File: config.mk
export PLATFORM = sky130hd
export DESIGN_NAME = pc_fetch_seq
export DESIGN_NICKNAME = d
export VERILOG_FILES = /design/src/rtl/pc_fetch_seq_pkg.sv /design/src/rtl/pc_fetch_seq_adder.sv /design/src/rtl/pc_fetch_seq.sv
export SDC_FILE = /design/constraint.sdc
export NUM_CORES = 1
export LEC_CHECK = 0
export CORE_MARGIN = 5
export CORE_UTILIZATION = 40
export CTS_BUF_LIST = sky130_fd_sc_hd__clkbuf_2 sky130_fd_sc_hd__clkbuf_4 sky130_fd_sc_hd__clkbuf_8
export DETAILED_ROUTE_END_ITERATION = 10
export GPL_TIMING_DRIVEN = 0
export PLACE_DENSITY = 0.74
export RECOVER_POWER = 100
export SETUP_SLACK_MARGIN = 0.5
export SLEW_MARGIN = 20
export SYNTH_ARGS = -nofsm -noshare
export SYNTH_HDL_FRONTEND = slang
export SYNTH_SLANG_ARGS = --single-unit
File: constraint.sdc
create_clock -name i_clk -period 2.3 [get_ports i_clk]
set_clock_uncertainty 0.2 [all_clocks]
set_input_delay 0.46 -clock i_clk [delete_from_list [all_inputs] [get_ports i_clk]]
set_output_delay 0.46 -clock i_clk [all_outputs]
set_load 0.02 [all_outputs]
File: src/rtl/pc_fetch_seq_pkg.sv
// Shared definitions for the instruction-fetch sequencer: state encoding,
// default reset vector and the sequential PC increment.
package pc_fetch_seq_pkg;

  typedef enum logic [1:0] {
    S_RESET = 2'd0,
    S_FETCH = 2'd1,
    S_VALID = 2'd2
  } state_t;

  localparam logic [31:0] RESET_PC_DEFAULT = 32'h0000_0000;
  localparam logic [31:0] PC_INC           = 32'd4;

endpackage

File: src/rtl/pc_fetch_seq_adder.sv
// Plain modulo adder used for the sequential PC increment.
module pc_fetch_seq_adder #(
  parameter int unsigned WIDTH = 32
) (
  input  logic [WIDTH-1:0] a,
  input  logic [WIDTH-1:0] b,
  output logic [WIDTH-1:0] sum
);

  assign sum = a + b;

endmodule

File: src/rtl/pc_fetch_seq.sv
// Instruction-fetch sequencer: issues one memory request per PC, holds the
// returned word for downstream, and follows branch redirects.
module pc_fetch_seq
  import pc_fetch_seq_pkg::*;
#(
  parameter logic [31:0] RESET_PC = RESET_PC_DEFAULT
) (
  input  logic        i_clk,
  input  logic        i_rst,
  input  logic        i_redirect,
  input  logic [31:0] i_nextpc,
  output logic        o_imem_req,
  output logic [31:0] o_imem_addr,
  input  logic        i_imem_ack,
  input  logic [31:0] i_imem_data,
  output logic        o_instr_valid,
  input  logic        i_instr_ready,
  output logic [31:0] o_instr,
  output logic [31:0] o_pc
);

  state_t      state, next_state;
  logic [31:0] pc, pc_plus4, target, instr, instr_pc, redirect_pc;
  logic        kill, fetch_ack, drop;

  assign redirect_pc = i_nextpc & ~32'h0000_0003;
  assign fetch_ack   = (state == S_FETCH) && i_imem_ack;
  // A fetch returning while a redirect is pending or arriving is stale.
  assign drop        = kill || i_redirect;

  pc_fetch_seq_adder #(.WIDTH(32)) u_inc (
    .a   (pc),
    .b   (PC_INC),
    .sum (pc_plus4)
  );

  always_ff @(posedge i_clk) begin
    if (i_rst) state <= S_RESET;
    else       state <= next_state;
  end

  always_comb begin
    next_state = state;
    case (state)
      S_RESET: next_state = S_FETCH;
      S_FETCH: if (fetch_ack && !drop) next_state = S_VALID;
      S_VALID: if (i_redirect || i_instr_ready) next_state = S_FETCH;
      default: next_state = S_RESET;
    endcase
  end

  always_comb begin
    o_imem_req    = (state == S_FETCH);
    o_instr_valid = (state == S_VALID);
  end

  always_ff @(posedge i_clk) begin
    if (i_rst) begin
      pc       <= RESET_PC;
      target   <= '0;
      kill     <= 1'b0;
      instr    <= '0;
      instr_pc <= '0;
    end else begin
      case (state)
        S_FETCH: begin
          if (fetch_ack) begin
            if (drop) begin
              pc   <= i_redirect ? redirect_pc : target;
              kill <= 1'b0;
            end else begin
              instr    <= i_imem_data;
              instr_pc <= pc;
            end
          end else if (i_redirect) begin
            // Address stays on the bus until ack; only remember where to go.
            kill   <= 1'b1;
            target <= redirect_pc;
          end
        end
        S_VALID: begin
          if (i_redirect)         pc <= redirect_pc;
          else if (i_instr_ready) pc <= pc_plus4;
        end
        default: ;
      endcase
    end
  end

  assign o_imem_addr = pc;
  assign o_instr     = instr;
  assign o_pc        = instr_pc;

endmodule

==> summary.log <==
INFO  floorplan      die_y=132um
INFO  cells_and_area area_growth=54.0%
INFO  global_routing first_global_vias=6576
INFO  yosys          mappedNetlistNets=854
INFO  yosys          synth_seq_cells=131
INFO  clocking       cts.root.buffer_cell=sky130_fd_sc_hd__clkbuf_8
INFO  floorplan      core.rowCount=44
INFO  worst_setup_path path_max_fanout=7
INFO  global_routing grt_max_degree=17
INFO  place          place.port_buffers=164
INFO  yosys          yosys.cell_types.count=59
INFO  clocking       cts_tree=yes
INFO  yosys          synth.cell_area=0.00595sqmm
INFO  clocking       cts-buffers-inserted=17
INFO  yosys          synth_sequential_area_ratio=44.1%
INFO  detailed_routing vias=7095
INFO  cells_and_area drive_above_1_share=27.2%
INFO  yosys          synth_enable_flop_cells=0
INFO  global_routing groute.usage.overall=24.8%
INFO  floorplan      start_util=40.9%
INFO  timing         maxClockFrequency=441MHz
INFO  place          gp_congestion=0.903
INFO  detailed_routing drc=0
INFO  pwr            leakagePower=3.25nW
INFO  worst_setup_path crit_arrival=2470ps
INFO  timing         min_period_over_period=98.6%
INFO  timing         final_max_tran_viols=0
INFO  timing         tightestPinTransition=750ps
INFO  timing         layout_min_cycle_time=2270ps
INFO  cells_and_area insertedDiodeCount=0
INFO  clocking       clkLatencyLatePin=460ps
INFO  run_status     status=complete, no violations
INFO  pwr            power.density_cell_area=633mW/mm^2
INFO  detailed_routing first_iter_violations=732
INFO  floorplan      coreArea=0.0145sqmm
INFO  cells_and_area fin_nets=1110
INFO  detailed_routing routedWlPerCell=20.0um
INFO  detailed_routing vias_per_cell=5.75
INFO  pwr            ir_drop=0.388mV
INFO  detailed_routing drt.antenna.violating_nets=0
INFO  floorplan      ioPinCount=167
INFO  floorplan      design.die.area=0.0174sqmm
INFO  min_path       worst_hold_path_cells=2
INFO  worst_setup_path setup.worst_path.end_class=flop
INFO  min_path       min_path_type=in2reg
INFO  yosys          synth_top_cell_area_share=44.1%
INFO  worst_setup_path worst-setup-path-type=reg2reg
INFO  worst_setup_path worst-r2r-cell-count=10
INFO  worst_setup_path critical_path.startpoint_type=flop
INFO  global_routing wire_length_of_the_first_global_routing_pass=34.8mm
INFO  clocking       clk_pin_slew=80ps
INFO  timing         final.hold.worst_slack=171ps
INFO  detailed_routing routed_wirelength=24.7mm
INFO  clocking       cts-hold-fix-buffers=0
INFO  clocking       total_clock_sinks=131
INFO  floorplan      fp.dieW=132um
INFO  worst_setup_path required=2500ps
INFO  flow_run       maxCapViolCount=0
INFO  yosys          gate_count_of_the_mapped_netlist=781
INFO  pwr            tot_pwr=5.80mW
INFO  yosys          synthDominantAreaCellType=sky130_fd_sc_hd__dfxtp_1
INFO  clocking       htreeDepth=4
INFO  yosys          yosysWarningCount=0
INFO  timing         hold_viol_final=0
INFO  timing         maxSlewHeadroom=50.0%
INFO  yosys          post_synth_main_area_contributors=sky130_fd_sc_hd__dfxtp_1 44%, sky130_fd_sc_hd__nand2_1 14%, sky130_fd_sc_hd__a21oi_1 12%, sky130_fd_sc_hd__clkbuf_1 2.8%, sky130_fd_sc_hd__nor3b_1 2.3%
INFO  timing         setup_repair_after_global_routing_missed_its_margin=true
INFO  detailed_routing dr.pass1.iters=6
INFO  yosys          synth_area_per_cell=7.62squm
INFO  yosys          ys.flop_type=sky130_fd_sc_hd__dfxtp_1
INFO  global_routing grt_antenna_before_repair=0
INFO  global_routing globalRouteOverflowTotal=0
INFO  yosys          async_reset_ff_share=0%
INFO  place          hpwlAfterDp=14.6mm
INFO  timing         setup-violations-final=0
INFO  clocking       cts.path.max_buffers=2
## what timing repair did
| item | 4_1_cts | 5_1_grt |
|---|---|---|
| endpoints found under the setup margin | 229 | 223 |
| pin swaps | 37 | 42 |
| cloned | 8 | 7 |
| gates resized for setup | 195 | 235 |
| setup buffers | 45 | 13 |
## layout by cell type (no fill, tap or decap), drive strengths merged, types with 4 or more instances in the layout
cell type	instances
nand2	222
clkbuf	174
a21oi	148
dfxtp	131
buf	75
clkdlybuf4s50	64
nor2	35
o21ai	28
nor3b	18
nand3	12
nand4	9
nor3	9
inv	9
a211oi	9
and3	8
clkinv	8
mux2i	7
a31oi	7
nor4	7
a21o	6
a22oi	5
or4	5
or3	5
ha	4
nand4b	4
nand2b	4
## layout make-up
| cell class | count | area, sq um |
|---|---|---|
| multi-input cells | 584 | 3580 |
| clock buffers | 20 | 263 |
| inverters | 8 | 50.0 |
| plain buffers | 58 | 536 |
| flip-flops and latches | 131 | 2710 |
| repair buffers | 237 | 1700 |
| clock inverters | 11 | 87.6 |
| fillers | 1278 | 5370 |
| well taps | 184 | 230 |
## worst max-delay path, stage by stage (launching register included)
cell	delay, ps
sky130_fd_sc_hd__dfxtp_4	380
sky130_fd_sc_hd__inv_4	50
sky130_fd_sc_hd__ha_4	160
sky130_fd_sc_hd__nor3b_4	150
sky130_fd_sc_hd__clkbuf_2	140
sky130_fd_sc_hd__a211oi_4	140
sky130_fd_sc_hd__clkbuf_2	290
sky130_fd_sc_hd__buf_6	150
sky130_fd_sc_hd__nand4b_1	100
sky130_fd_sc_hd__mux2_4	300
sky130_fd_sc_hd__a21oi_2	130
## power breakdown
group	total [mW]	internal, mW	switching [mW]	leakage, nW
Clock	1.81	0.886	0.929	0.189
Combinational	1.46	0.671	0.786	1.99
Sequential	2.53	2.37	0.153	1.08
## registers in the layout, indices dropped and copies added, names as in the netlist
register,count
o_imem_addr,32
o_instr,32
o_pc,32
target,32
state,2
kill,1
## Yosys cell counts (5+ instances only)
cell                         n
sky130_fd_sc_hd__and3_1      8
sky130_fd_sc_hd__dfxtp_1   131
sky130_fd_sc_hd__nor2_1     35
sky130_fd_sc_hd__nor4_1      6
sky130_fd_sc_hd__or3_1       5
sky130_fd_sc_hd__nand3_1    11
sky130_fd_sc_hd__mux2i_1     7
sky130_fd_sc_hd__a31oi_1     7
sky130_fd_sc_hd__nor3b_1    18
sky130_fd_sc_hd__a211oi_1    9
sky130_fd_sc_hd__nor3_1      8
sky130_fd_sc_hd__a21oi_1   148
sky130_fd_sc_hd__clkbuf_1   44
sky130_fd_sc_hd__nand4_1     8
sky130_fd_sc_hd__a22oi_1     5
sky130_fd_sc_hd__a21o_1      6
sky130_fd_sc_hd__nand2_1   222
sky130_fd_sc_hd__inv_1       8
sky130_fd_sc_hd__o21ai_0    27
## cells by family (layout without fill, tap and decap cells)
family,count (synthesis),count (layout),share of synthesized area (%)
DFF,131,131,44.1
buffers and inverters,66,334,5.26
and+or+nand+nor,349,349,27.5
muxes,9,9,1.56
adders and majority gates,4,4,0.841
AOI/OAI and AO/OA,222,222,20.7
## routing by layer
metal  routed length [um]  part of all wire, %  vias to the layer above  GRT usage [%]
met5                    0                    0                        -              0
met4                 1050                  4.3                        0           12.8
met3                 2350                  9.5                      107           8.09
met2                11400                   46                      495           39.0
met1                 9890                   40                     3260           30.3
li1                     -                    -                     3233              -
## path summary, 6_finish.rpt
check / start / to / slack (ps)
worst max register to register: state[0] / o_imem_addr[30] / 30
worst max-delay path: state[0] / o_imem_addr[30] / 30
worst min-delay path: i_imem_ack / kill / 170
worst min register to register: o_instr[0] / o_instr[0] / 250
## stage by stage
step           setup slack (ps)  TNS [ps]  util (%)  instances  area, sq um
2_1_floorplan               153         0         -        781         6230
3_3_place_gp              -1090    -67420      55.7       1129         8100
3_5_place_dp              -1100    -72750      55.7       1129         8100
4_1_cts                    82.8         0      65.1       1213         9460
5_1_grt                   -3.95     -3.95      63.0       1233         9160
6_report                   31.1         0      63.0       1233         9160
Note: power is estimated with default switching activity, not from simulation.
